## src/rtl/xex_sector_sequencer.sv

```systemverilog
// Sector-level sequencer for the XEX engine: accepts a sector request, waits for the
// engine's tweak computation, then streams blocks through it one at a time.
module xex_sector_sequencer #(
  parameter int unsigned TIMEOUT = 64
) (
  input  logic         clk,
  input  logic         n_rst,
  input  logic         req_valid,
  output logic         req_ready,
  input  logic         req_dec,
  input  logic [127:0] req_sector,
  input  logic [7:0]   req_nblk,
  input  logic         blk_in_valid,
  output logic         blk_in_ready,
  input  logic [127:0] blk_in_data,
  output logic         blk_out_valid,
  input  logic         blk_out_ready,
  output logic [127:0] blk_out_data,
  output logic         done,
  output logic         err,
  output logic [1:0]   xex_mode,
  output logic [127:0] xex_sector,
  output logic         xex_in_rdy,
  output logic [127:0] xex_data_in,
  input  logic         xex_busy,
  input  logic         xex_out_rdy,
  input  logic [127:0] xex_data_out
);

  localparam int unsigned TW = $clog2(TIMEOUT + 1);
  localparam logic [TW-1:0] TO_LAST = TW'(TIMEOUT - 1);

  typedef enum logic [3:0] {
    S_IDLE,
    S_START,
    S_TWK,
    S_FEED,
    S_ISSUE,
    S_WAIT,
    S_DRAIN,
    S_DONE,
    S_ERR
  } state_t;

  state_t        state;
  state_t        state_nx;
  logic          dec;
  logic          dec_nx;
  logic [7:0]    cnt;
  logic [TW-1:0] tcnt;
  logic          expired;
  logic          timed;
  logic          active_nx;
  logic [1:0]    mode_nx;

  assign req_ready     = (state == S_IDLE);
  assign blk_in_ready  = (state == S_FEED);
  assign blk_out_valid = (state == S_DRAIN);

  always_comb begin
    state_nx  = state;
    expired   = (tcnt == TO_LAST);
    timed     = 1'b0;
    dec_nx    = dec;
    active_nx = 1'b0;
    mode_nx   = 2'b00;
    unique case (state)
      S_IDLE: begin
        if (req_valid) begin
          dec_nx   = req_dec;
          state_nx = (req_nblk == 8'd0) ? S_DONE : S_START;
        end
      end
      S_START: begin
        timed = 1'b1;
        if (xex_busy)     state_nx = S_TWK;
        else if (expired) state_nx = S_ERR;
      end
      S_TWK: begin
        timed = 1'b1;
        if (!xex_busy)    state_nx = S_FEED;
        else if (expired) state_nx = S_ERR;
      end
      S_FEED: begin
        if (blk_in_valid) state_nx = S_ISSUE;
      end
      S_ISSUE: state_nx = S_WAIT;
      S_WAIT: begin
        // the awaited strobe is checked first so it wins in the final cycle
        timed = 1'b1;
        if (xex_out_rdy)  state_nx = S_DRAIN;
        else if (expired) state_nx = S_ERR;
      end
      S_DRAIN: begin
        if (blk_out_ready) state_nx = (cnt == 8'd1) ? S_DONE : S_FEED;
      end
      S_DONE:  state_nx = S_IDLE;
      S_ERR:   state_nx = S_IDLE;
      default: state_nx = S_IDLE;
    endcase
    active_nx = (state_nx inside {S_START, S_TWK, S_FEED, S_ISSUE, S_WAIT, S_DRAIN});
    mode_nx   = active_nx ? {1'b1, dec_nx} : 2'b00;
  end

  // registered outputs are computed from the next state so they line up with it
  always_ff @(posedge clk) begin
    if (n_rst) begin
      state        <= S_IDLE;
      dec          <= 1'b0;
      cnt          <= '0;
      tcnt         <= '0;
      done         <= 1'b0;
      err          <= 1'b0;
      xex_mode     <= 2'b00;
      xex_sector   <= '0;
      xex_in_rdy   <= 1'b0;
      xex_data_in  <= '0;
      blk_out_data <= '0;
    end else begin
      state      <= state_nx;
      dec        <= dec_nx;
      xex_mode   <= mode_nx;
      done       <= (state_nx == S_DONE);
      err        <= (state_nx == S_ERR);
      xex_in_rdy <= (state_nx == S_ISSUE);

      if (state_nx != state) tcnt <= '0;
      else if (timed)        tcnt <= tcnt + TW'(1);

      if (state == S_IDLE && req_valid) begin
        xex_sector <= req_sector;
        cnt        <= req_nblk;
      end
      if (state == S_FEED && blk_in_valid) xex_data_in <= blk_in_data;
      if (state == S_WAIT && xex_out_rdy)  blk_out_data <= xex_data_out;
      if (state == S_DRAIN && blk_out_ready) cnt <= cnt - 8'd1;
      if (state == S_ERR) cnt <= '0;
    end
  end

endmodule

```

## config.mk

```make
export PLATFORM = sky130hd
export DESIGN_NAME = xex_sector_sequencer
export DESIGN_NICKNAME = d
export VERILOG_FILES = /design/src/rtl/xex_sector_sequencer.sv
export SDC_FILE = /design/constraint.sdc
export NUM_CORES = 1
export LEC_CHECK = 0
export CORE_AREA = 2 2 310 312
export CTS_BUF_LIST = sky130_fd_sc_hd__clkbuf_16
export DETAILED_ROUTE_END_ITERATION = 16
export DIE_AREA = 0 0 312 314
export PLACE_DENSITY = 0.47
export SYNTH_ARGS = -nofsm -noshare
export SYNTH_HDL_FRONTEND = slang
export SYNTH_SLANG_ARGS = --single-unit
```

## constraint.sdc

```tcl
create_clock -name clk -period 4.5 [get_ports clk]
set_input_delay 0.9 -clock clk [delete_from_list [all_inputs] [get_ports clk]]
set_output_delay 0.9 -clock clk [all_outputs]
set_load 0.01 [all_outputs]
```

### Word level (Yosys, flattened, before mapping)

Cells that the tools add are included.
Widths: inputs -> output; s select.

* add/sub/neg operators: 2
* equal/unequal tests: 18
* muxes and demuxes: 16
* bitwise logic cells: 1
* reductions and logical operators: 12

Operators with widths (count)
* $eq 4x3->1 const B: 7
* $mux 4: 7
* $pmux 4 s7: 1
* $eq 4x2->1 const B: 4
* $mux 8: 2
* $eq 4x1->1 const B: 2
* $eq 4x4->1 const B: 2
* $eq 8x1->1 const B: 1
* $logic_not 8->1: 1
* $sub 8x1->8 const B: 1
* $add 7x1->7 const B: 1
* $eq 7x6->1 const B: 1
* $mux 3: 2
* $reduce_bool 6->1: 1
* $reduce_or 2->1: 3
* $logic_and 1x1->1: 4
* $logic_not 4->1: 1
* $ne 4x4->1: 1
* $mux 1: 3
* $reduce_or 3->1: 1
* $mux 2: 1
* $reduce_bool 2->1: 1
* $not 1->1: 1

* register bits after elaboration: 409
* word-level logic and storage cells: 61

### Longest topological paths before layout

Gate-level depths: netlist of the first run.

* depth after elaboration: 8
* gate-level depth with buffers: 8

### Least setup slack after synthesis of the first run

Ideal clock, no wire load.

* kind: input to register
* from: input xex_busy
* to: register tcnt[4]
* setup time: 81 ps
* data arrival time: 2015 ps
* data required time: 4419 ps
* slack: 2404 ps
* stages on the path: 6
* path buffers: 0
* cells stage by stage: or3b_1 -> a21oi_1 -> o22ai_1 -> a211oi_1 -> a31oi_1 -> nor3_1

* longest elaborated chain between the ends: 4

RTL lines
* from (decl): RTL line 25 `input logic xex_busy,`
* $mux 4, on equally long branches: RTL line 81, 76
* $pmux 4 s7 *: RTL line 67 `unique case (state)`
* $ne 4x4->1 *: RTL line 127 `if (state_nx != state) tcnt <= '0;`
* $reduce_or 2->1 (no source line) *
* to (signal assigned): RTL line 128 `else if (timed) tcnt <= tcnt + TW'(1);`
* to (decl): RTL line 50 `logic [TW-1:0] tcnt;`

Every way passes the cells marked *; elsewhere a longest branch is shown, timed or not.
A chain may end at the register's enable or synchronous reset.

### Final worst setup path of the first run

* from: register state[3]
* to: output req_ready

* longest elaborated chain between the ends: 1

RTL lines
* from (decl): RTL line 45 `state_t state;`
* from (signal assigned): RTL line 120 `state <= state_nx;`
* $logic_not 4->1: RTL line 56 `assign req_ready = (state == S_IDLE);`
* to (decl): RTL line 9 `output logic req_ready,`

No other way between the ends.

==> flow_summary.json, run 1 <==
{
  "port_buffers": 791,
  "worst_r2r_endpoint": "xex_mode[0]",
  "layout_common_cells": "clkdlybuf4s50_1 (790), nand2_1 (779), dfxtp_1 (409)",
  "hpwl_um": 45200,
  "cp_slowest_cell": "nor4_1",
  "p_per_area_mw_per_mm2": 347,
  "design.core.area_mm2": 0.0944,
  "skew_ns": 0.0209,
  "nets": 2965,
  "cpPeakStageDelay_ns": 0.88,
  "hold_violations": 0,
  "clkLatencyLatePin_ns": 0.61,
  "routedWlPerCell_um": 16.2,
  "gp_congestion": 0.771,
  "crit_path_end_kind": "output port",
  "synth_top_area_share_pct": 56.8,
  "yosys_warnings": 0,
  "placed_area_mm2": 0.0236,
  "drt_iter0_markers": 736,
  "ctsHtreeMaxLevel": 2,
  "drive_gt1_share_pct": 3.50,
  "fin_util_pct": 26.6,
  "tightest_slew_ns": 0.954,
  "reg2regPathDepth": 6,
  "ys_seq_elements": 409,
  "cp_data_required_time_ns": 3.60,
  "maxSlewHeadroom_pct": 35.8,
  "synthArstFlopShare_pct": 0,
  "cp_cell_sequence": "nor4_1 -> clkdlybuf4s50_1",
  "synth_nets": 2241,
  "drt_wl_total_um": 62700,
  "fin_crit_ns": 3.56,
  "r2r-start": "state[3]",
  "rsz0062_at_grt": "false",
  "status": "finished clean",
  "vias_per_cell": 3.84,
  "final.fill_count": 10400,
  "final_common_cell": "clkdlybuf4s50_1",
  "io_pins": 792,
  "preCtsSetupSlack_ns": 1.31,
  "maxCapViolCount": 0,
  "netlist_area_mm2": 0.0144,
  "seq_area_frac_synth_pct": 56.8,
  "yosys-top-cells-area": "dfxtp_1 (57%), nand2_1 (20%), a21oi_1 (14%)",
  "power_mw": 8.71,
  "synth.distinct_cells": 49,
  "antenna_found_initial": 4,
  "syn_to_final_growth_pct": 74.1,
  "regToRegSetupSlack_ns": 1.66,
  "synthCells": 1838,
  "leakage_nw": 8.46,
  "finalSetupTns_ns": 0,
  "stdcell_area_mm2": 0.0251,
  "clock-sinks": 409,
  "fin_crit_sh_pct": 79.1,
  "clk_pin_slew_worst_paths_ns": 0.06,
  "fin_ws_ns": 0.941,
  "dieArea_mm2": 0.0980,
  "synth_top_area_cell": "dfxtp_1",
  "critPathKind": "register to output port",
  "grt_first_pass_wirelength_um": 91600,
  "grt_max_degree": 144,
  "multi_input_area_mm2": 0.00571,
  "post_cts_buffers": 0,
  "die_h_um": 314,
  "setup_viol": 0,
  "initial_core_util_pct": 15.3,
  "numCtsBuffers": 49,
  "cts-root-buf": "clkbuf_16",
  "cts_tree": "yes",
  "via_count": 14900,
  "cts_hold_buf": 0,
  "regArea_mm2": 0.00819,
  "fp-row-count": 113,
  "cts_resized": 0,
  "cp.arrival_ns": 2.66,
  "post-place-cells": 3776,
  "die-width_um": 312,
  "crit_fanout": 15,
  "holdPathEnd": "xex_sector[71]",
  "synth_edf_count": 0,
  "ys.flop_type": "dfxtp_1",
  "whs_ns": 0.451,
  "firstDrtPassIters": 7,
  "ant_nets": 0,
  "grt-ovfl-total": 0,
  "min-delay-start": "xex_sector[71]",
  "cts_max_path_buffers": 3,
  "grt_usage_pct": 12.1,
  "max_freq_mhz": 281,
  "post_layout_nonfiller_instances": 3870,
  "drc": 0,
  "hold_path.class": "register to register",
  "grt_pass1_vias": 14300,
  "finalMaxSlewViolations": 0,
  "min_delay_path_depth": 2,
  "syn_area_per_cell_um2": 7.85,
  "worst_setup_path_start_kind": "register",
  "ir_worst_vdd_mv": 0.223
}
## how the worst max path moves through the flow
stage / start / endpoint / slack [ns]
5_1_grt: state[3] / req_ready / 0.76
2_1_floorplan: xex_busy / tcnt[4] / 2.40
4_1_cts: state[3] / req_ready / 0.86
3_3_place_gp: blk_in_valid / xex_data_in[40] / 1.36
6_report: state[3] / req_ready / 0.94
3_5_place_dp: blk_in_valid / xex_data_in[7] / 1.31
## cells by family (layout without fill, tap and decap cells)
family                     Yosys count  count (layout)  synth area share, %
muxes                                5               5                0.347
adders and majority gates            3               3                0.260
AOI/OAI and AO/OA                  418             418                 14.9
other                                0               4                    0
and+or+nand+nor                    858             858                 23.5
buffers and inverters              139             902                 3.90
xor gates and xnor gates             6               6                0.364
DFF                                409             409                 56.8
## state kept, by name, indices dropped and copies added (netlist names)
register,flops
xex_data_in,128
xex_sector,128
done,1
xex_mode,2
blk_out_data,128
dec,1
err,1
cnt,8
tcnt,7
xex_in_rdy,1
state,4
## synth_stat cells (2+ instances only)
library cell,count
nand2_1,781
dfxtp_1,409
a21oi_1,395
clkbuf_1,96
buf_2,33
nor2_1,18
nor3_1,17
nand3_1,6
inv_1,5
mux2i_1,5
nor4_1,5
xor2_1,5
a31oi_1,4
buf_1,4
nand4_1,4
nor2b_1,4
a221oi_1,3
and3_1,3
ha_1,3
or3_1,3
and2_1,2
nand2b_1,2
nor3b_1,2
o211ai_1,2
o21ai_0,2
o21ai_1,2
## layer usage
metal  wire, um  vias to the layer above  track usage, %
li1           -                     7429               -
met1      24700                     6848            13.6
met2      30900                      500            20.8
met3       5350                       88            4.55
met4       1690                        2            4.26
met5         13                        -               0
## where the power goes
| group | internal [mW] | total [mW] | leakage, nW | switching (mW) |
|---|---|---|---|---|
| combinational | 0.618 | 1.13 | 4.33 | 0.509 |
| clock | 2.15 | 3.77 | 0.809 | 1.62 |
| sequential | 3.75 | 3.82 | 3.32 | 0.0700 |
## cell type report
class / instances / area share [%]
Clock buffer: 51 / 5.08
Clock inverter: 39 / 0.877
Inverter: 6 / 0.0896
Multi-Input combinational cell: 1290 / 22.7
Tap cell: 1265 / 6.30
Antenna cell: 4 / 0.0398
Sequential cell: 409 / 32.6
Timing Repair Buffer: 806 / 32.3
## worst max-delay path: cells and delay by family (launching register included)
| kind | cells | cell delay (ns) |
|---|---|---|
| and+or+nand+nor | 1 | 0.88 |
| DFF | 1 | 0.46 |
| buffers and inverters | 1 | 0.73 |
Note: power is estimated with default switching activity, not from simulation.
==> run 2, diff against run 1 <==
--- a/config.mk
+++ b/config.mk
@@ -5,11 +5,11 @@
 export SDC_FILE = /design/constraint.sdc
 export NUM_CORES = 1
 export LEC_CHECK = 0
-export CORE_AREA = 2 2 310 312
+export CORE_AREA = 2 2 312 314
 export CTS_BUF_LIST = sky130_fd_sc_hd__clkbuf_16
 export DETAILED_ROUTE_END_ITERATION = 16
-export DIE_AREA = 0 0 312 314
-export PLACE_DENSITY = 0.47
+export DIE_AREA = 0 0 314 316
+export PLACE_DENSITY = 0.46
 export SYNTH_ARGS = -nofsm -noshare
 export SYNTH_HDL_FRONTEND = slang
 export SYNTH_SLANG_ARGS = --single-unit
==> constraint.sdc (replaced) <==
create_clock -name clk -period 3.5 [get_ports clk]
set_input_delay 0.7 -clock clk [delete_from_list [all_inputs] [get_ports clk]]
set_output_delay 0.7 -clock clk [all_outputs]
set_load 0.01 [all_outputs]
==> run 2 against run 1 <==
Compared with the run above: clock skew is 0.0015 ns higher; via count increased by 0.20%; clock-buffer cell count up 2; cell count is 0.72% higher; total power increased by 33%; non-clock buffer count rose by 18; sequential cell count stayed put; die area rose by 1.3%; worst hold slack worse by 0.0015 ns; worst setup slack lost 0.61 ns; register-to-register slack lost 0.72 ns; critical endpoint is now blk_in_ready; largest cell class is now non-clock buffers.
==> flow_summary.json, run 2 (same netlist as run 1, synthesis figures left out) <==
{
  "finalSetupTns_ns": 0,
  "final_common_cell": "clkdlybuf4s50_1",
  "initial_core_util_pct": 15.0,
  "cts_max_path_buffers": 3,
  "grt_max_degree": 118,
  "die-width_um": 314,
  "drt_wl_total_um": 62600,
  "whs_ns": 0.449,
  "grt_pass1_vias": 14400,
  "fin_crit_sh_pct": 90.4,
  "maxSlewHeadroom_pct": 52.2,
  "nets": 2986,
  "startpoint": "state[1]",
  "clock-sinks": 409,
  "min-delay-start": "xex_data_in[27]",
  "post_cts_buffers": 0,
  "drc": 0,
  "clkLatencyLatePin_ns": 0.61,
  "cts_hold_buf": 0,
  "clk_pin_slew_worst_paths_ns": 0.06,
  "final.fill_count": 10500,
  "ir_worst_vdd_mv": 0.286,
  "design.core.area_mm2": 0.0960,
  "fin_crit_ns": 3.17,
  "via_count": 14900,
  "hpwl_um": 45400,
  "max_freq_mhz": 316,
  "r2r-start": "state[0]",
  "post-place-cells": 3805,
  "rsz0062_at_grt": "false",
  "grt-ovfl-total": 0,
  "setup_viol": 0,
  "grt_usage_pct": 11.9,
  "grt_first_pass_wirelength_um": 91200,
  "stdcell_area_mm2": 0.0254,
  "maxCapViolCount": 0,
  "io_pins": 792,
  "hold_violations": 0,
  "skew_ns": 0.0224,
  "tightest_slew_ns": 0.713,
  "cp_data_required_time_ns": 2.80,
  "worst_setup_path_start_kind": "register",
  "cts_resized": 0,
  "placed_area_mm2": 0.0238,
  "routedWlPerCell_um": 16.1,
  "gp_congestion": 0.799,
  "syn_to_final_growth_pct": 76.1,
  "finalMaxSlewViolations": 0,
  "layout_common_cells": "clkdlybuf4s50_1 (790), nand2_1 (779), dfxtp_1 (409)",
  "vias_per_cell": 3.82,
  "leakage_nw": 8.58,
  "hold_path.class": "register to register",
  "antenna_found_initial": 5,
  "crit_fanout": 15,
  "die_h_um": 316,
  "ant_nets": 0,
  "cts-root-buf": "clkbuf_16",
  "drt_iter0_markers": 748,
  "fp-row-count": 114,
  "crit_path_end_kind": "output port",
  "dieArea_mm2": 0.0992,
  "firstDrtPassIters": 5,
  "drive_gt1_share_pct": 4.24,
  "cts_tree": "yes",
  "critPathKind": "register to output port",
  "regArea_mm2": 0.00819,
  "numCtsBuffers": 52,
  "p_per_area_mw_per_mm2": 455,
  "status": "finished clean",
  "multi_input_area_mm2": 0.00571,
  "ctsHtreeMaxLevel": 2,
  "port_buffers": 791,
  "post_layout_nonfiller_instances": 3898,
  "top_regs": "blk_out_data: 128 flops, xex_data_in: 128 flops, xex_sector: 128 flops",
  "cp.arrival_ns": 2.47
}
[run 2: final timing paths]
check / slack [ns] / to / depth (start not counted)
max: 0.33 / blk_in_ready / 2
min: 0.45 / xex_data_in[27] / 2
max reg2reg: 0.94 / blk_out_data[76] / 5
min reg2reg: 0.45 / xex_data_in[27] / 2
[run 2: power breakdown]
group          internal (mW)  leakage [nW]  switching [mW]
Combinational          0.808          4.43           0.656
Clock                   3.07         0.838            2.11
Sequential              4.82          3.32          0.0925
Total                   8.70          8.58            2.86
[run 2: worst max-delay path: stages, from the launching register on]
cell and delay (ns):
dfxtp_1 0.63, and3_1 0.50, clkdlybuf4s50_1 0.73
[run 2: routing by layer]
metal / global-route usage [%] / vias to the layer above / wire (um)
li1: - / 7470 / -
met1: 14.0 / 6820 / 25400
met2: 19.8 / 510 / 30000
met3: 4.74 / 92 / 5560
met4: 3.61 / 4 / 1510
met5: 0 / - / 24
[run 2: layout make-up]
class,instances,share of cell area (%)
clock buffers,53,5.22
diodes,3,0.0295
clock inverters,37,1.13
multi-input cells,1290,22.5
flip-flops and latches,409,32.2
repair buffers,824,32.5
inverters,6,0.0886
well taps,1276,6.28
[run 2: stage by stage]
step	util, %	setup slack [ns]	power (mW)
detailed placement	24.8	0.754	6.50
global route	26.5	0.125	12.1
CTS	26.5	0.266	11.8
floorplan	-	1.60	5.53
finish	26.5	0.335	11.6
global placement	24.8	0.786	6.50
==> run 3, diff against run 2 <==
--- a/config.mk
+++ b/config.mk
@@ -5,11 +5,13 @@
 export SDC_FILE = /design/constraint.sdc
 export NUM_CORES = 1
 export LEC_CHECK = 0
-export CORE_AREA = 2 2 312 314
+export CELL_PAD_IN_SITES_DETAIL_PLACEMENT = 0
+export CELL_PAD_IN_SITES_GLOBAL_PLACEMENT = 2
+export CORE_AREA = 2 2 306 308
 export CTS_BUF_LIST = sky130_fd_sc_hd__clkbuf_16
 export DETAILED_ROUTE_END_ITERATION = 16
-export DIE_AREA = 0 0 314 316
-export PLACE_DENSITY = 0.46
+export DIE_AREA = 0 0 308 310
+export PLACE_DENSITY_LB_ADDON = 0.12
 export SYNTH_ARGS = -nofsm -noshare
 export SYNTH_HDL_FRONTEND = slang
 export SYNTH_SLANG_ARGS = --single-unit
==> run 3 against run 2 <==
Compared with the run above: first-iteration DRC count is 14% lower; largest power group unchanged; design area decreased by 0.64%; critical endpoint unchanged; maximum frequency fell by 0.24%; total power down 0.86%; clock-buffer cell count grew 2; clock power shrank 2%; largest cell class unchanged; worst hold slack better by 0.0013 ns; sequential power is essentially flat; sequential share of layout area is 0.21 points higher.
==> flow_summary.json, run 3 (same netlist as run 1, synthesis figures left out) <==
{
  "clkLatencyLatePin_ns": 0.62,
  "fin_crit_ns": 3.17,
  "post-place-cells": 3715,
  "finalMaxSlewViolations": 0,
  "cts_hold_buf": 0,
  "setup_viol": 0,
  "syn_to_final_growth_pct": 75.0,
  "p_sw_share_pct": 26.4,
  "max_freq_mhz": 315,
  "final.fill_count": 9972,
  "dieArea_mm2": 0.0955,
  "p_comb_share_pct": 13.0,
  "fin_crit_sh_pct": 90.7,
  "clock-sinks": 409,
  "placed_area_mm2": 0.0237,
  "cts_tree": "yes",
  "clk_pin_slew_worst_paths_ns": 0.05,
  "grt_first_pass_wirelength_um": 101000,
  "drt_wl_total_um": 71600,
  "rsz0062_at_grt": "false",
  "numCtsBuffers": 55,
  "preCtsSetupSlack_ns": 0.767,
  "drive_gt1_share_pct": 3.78,
  "seq_power_share_pct": 42.9,
  "grt_pass1_vias": 14600,
  "cp.arrival_ns": 2.47,
  "whs_ns": 0.451,
  "hold_path.class": "register to register",
  "firstDrtPassIters": 5,
  "cp_data_required_time_ns": 2.80,
  "antenna_found_initial": 12,
  "io_pins": 792,
  "grt_max_degree": 111,
  "grt-ovfl-total": 0,
  "final_common_cell": "clkdlybuf4s50_1",
  "skew_ns": 0.0212,
  "drc": 0,
  "finalSetupTns_ns": 0,
  "drt_iter0_markers": 646,
  "port_buffers": 791,
  "ir_worst_vdd_mv": 0.345,
  "tightest_slew_ns": 0.837,
  "nets": 2978,
  "cp_slowest_cell": "clkdlybuf4s50_1",
  "gp_congestion": 0.759,
  "p_int_mw": 8.44,
  "hold_violations": 0,
  "initial_core_util_pct": 15.6,
  "cts-root-buf": "clkbuf_16",
  "cpPeakStageDelay_ns": 0.74,
  "status": "finished clean",
  "ctsHtreeMaxLevel": 2,
  "worst_setup_path_start_kind": "register",
  "via_count": 14900,
  "pwr-share-clk_pct": 44.2,
  "crit_fanout": 15,
  "stdcell_area_mm2": 0.0252,
  "maxCapViolCount": 0,
  "routedWlPerCell_um": 18.7,
  "vias_per_cell": 3.91,
  "critPathKind": "register to output port",
  "crit_family": "buffers and inverters",
  "layout_common_cells": "clkdlybuf4s50_1 (790), nand2_1 (779), dfxtp_1 (409)",
  "hpwl_um": 51900,
  "p_switching_mw": 3.02,
  "post_cts_buffers": 0,
  "cts_max_path_buffers": 3,
  "cts_resized": 0,
  "fp-row-count": 112,
  "path_buf_inv": 1,
  "die-width_um": 308,
  "design.core.area_mm2": 0.0925,
  "die_h_um": 310,
  "fin_ws_ns": 0.327,
  "grt_usage_pct": 14.2,
  "crit_path_end_kind": "output port",
  "cp_cell_sequence": "nor2_1 -> and3_1 -> clkdlybuf4s50_1",
  "post_layout_nonfiller_instances": 3827,
  "ant_nets": 0,
  "p_per_area_mw_per_mm2": 454,
  "top_regs": "blk_out_data: 128 flops, xex_data_in: 128 flops, xex_sector: 128 flops",
  "maxSlewHeadroom_pct": 44.2,
  "leakage_nw": 8.54
}
==> run 3: cell types whose count changed in the layout (fill, tap and decap cells not counted), sizes merged <==
| cell | before | now |
|---|---|---|
| clkinv | 15 | 26 |
| clkinvlp | 1 | 0 |
| clkbuf | 53 | 55 |
| diode | 3 | 11 |
| buf | 34 | 23 |
| bufinv | 5 | 0 |
| inv | 22 | 26 |
==> run 3: cell type report <==
cell class | instances | area, um^2 | share of cell area (%)
tap | 1197 | 1500 | 5.93
clock buffer | 55 | 1380 | 5.45
clock inverter | 46 | 186 | 0.738
timing repair buffer | 813 | 8240 | 32.6
sequential | 409 | 8190 | 32.4
multi-input combinational | 1290 | 5710 | 22.6
antenna | 11 | 27.5 | 0.109
inverter | 6 | 22.5 | 0.0892
==> run 3: layer usage <==
layer  part of all wire (%)  GRT usage, %  wire (um)  vias to the layer above
met5                  0.018             0         13                        -
met4                    2.7          5.33       1940                        2
met3                    8.4          5.61       6010                       95
met2                     52          25.4      37300                      470
met1                     37          15.1      26300                     6901
li1                       -             -          -                     7479
==> run 3: final timing paths <==
kind	startpoint	endpoint	slack, ns	cells after the start
worst max-delay path	state[3]	blk_in_ready	0.33	3
worst min-delay path	xex_sector[80]	xex_sector[80]	0.45	2
worst max register to register	state[3]	xex_mode[1]	0.98	7
worst min register to register	xex_sector[80]	xex_sector[80]	0.45	2
==> run 3: power by group through the flow <==
stage / Sequential (mW) / Clock [mW] / Combinational, mW
final: 4.91 / 5.06 / 1.49
after floorplan: 5.07 / 0 / 0.465
after detailed placement: 5.01 / 0 / 1.51
after global routing: 4.93 / 5.51 / 1.62
after CTS: 4.91 / 5.35 / 1.52
after global placement: 5.01 / 0 / 1.51
==> run 3: worst register-to-register path: stages, from the launching register on <==
cell	delay, ns
dfxtp_1	0.68
nor4_1	0.15
buf_4	0.18
and2_4	0.25
and3_2	0.26
nor3_1	0.49
nand3_1	0.19
nor3b_1	0.18
==> run 3: metrics by stage <==
step           total power [mW]  util (%)
2_1_floorplan              5.53         -
3_3_place_gp               6.52      25.6
3_5_place_dp               6.53      25.6
4_1_cts                    11.8      27.3
5_1_grt                    12.1      27.3
6_report                   11.5      27.3
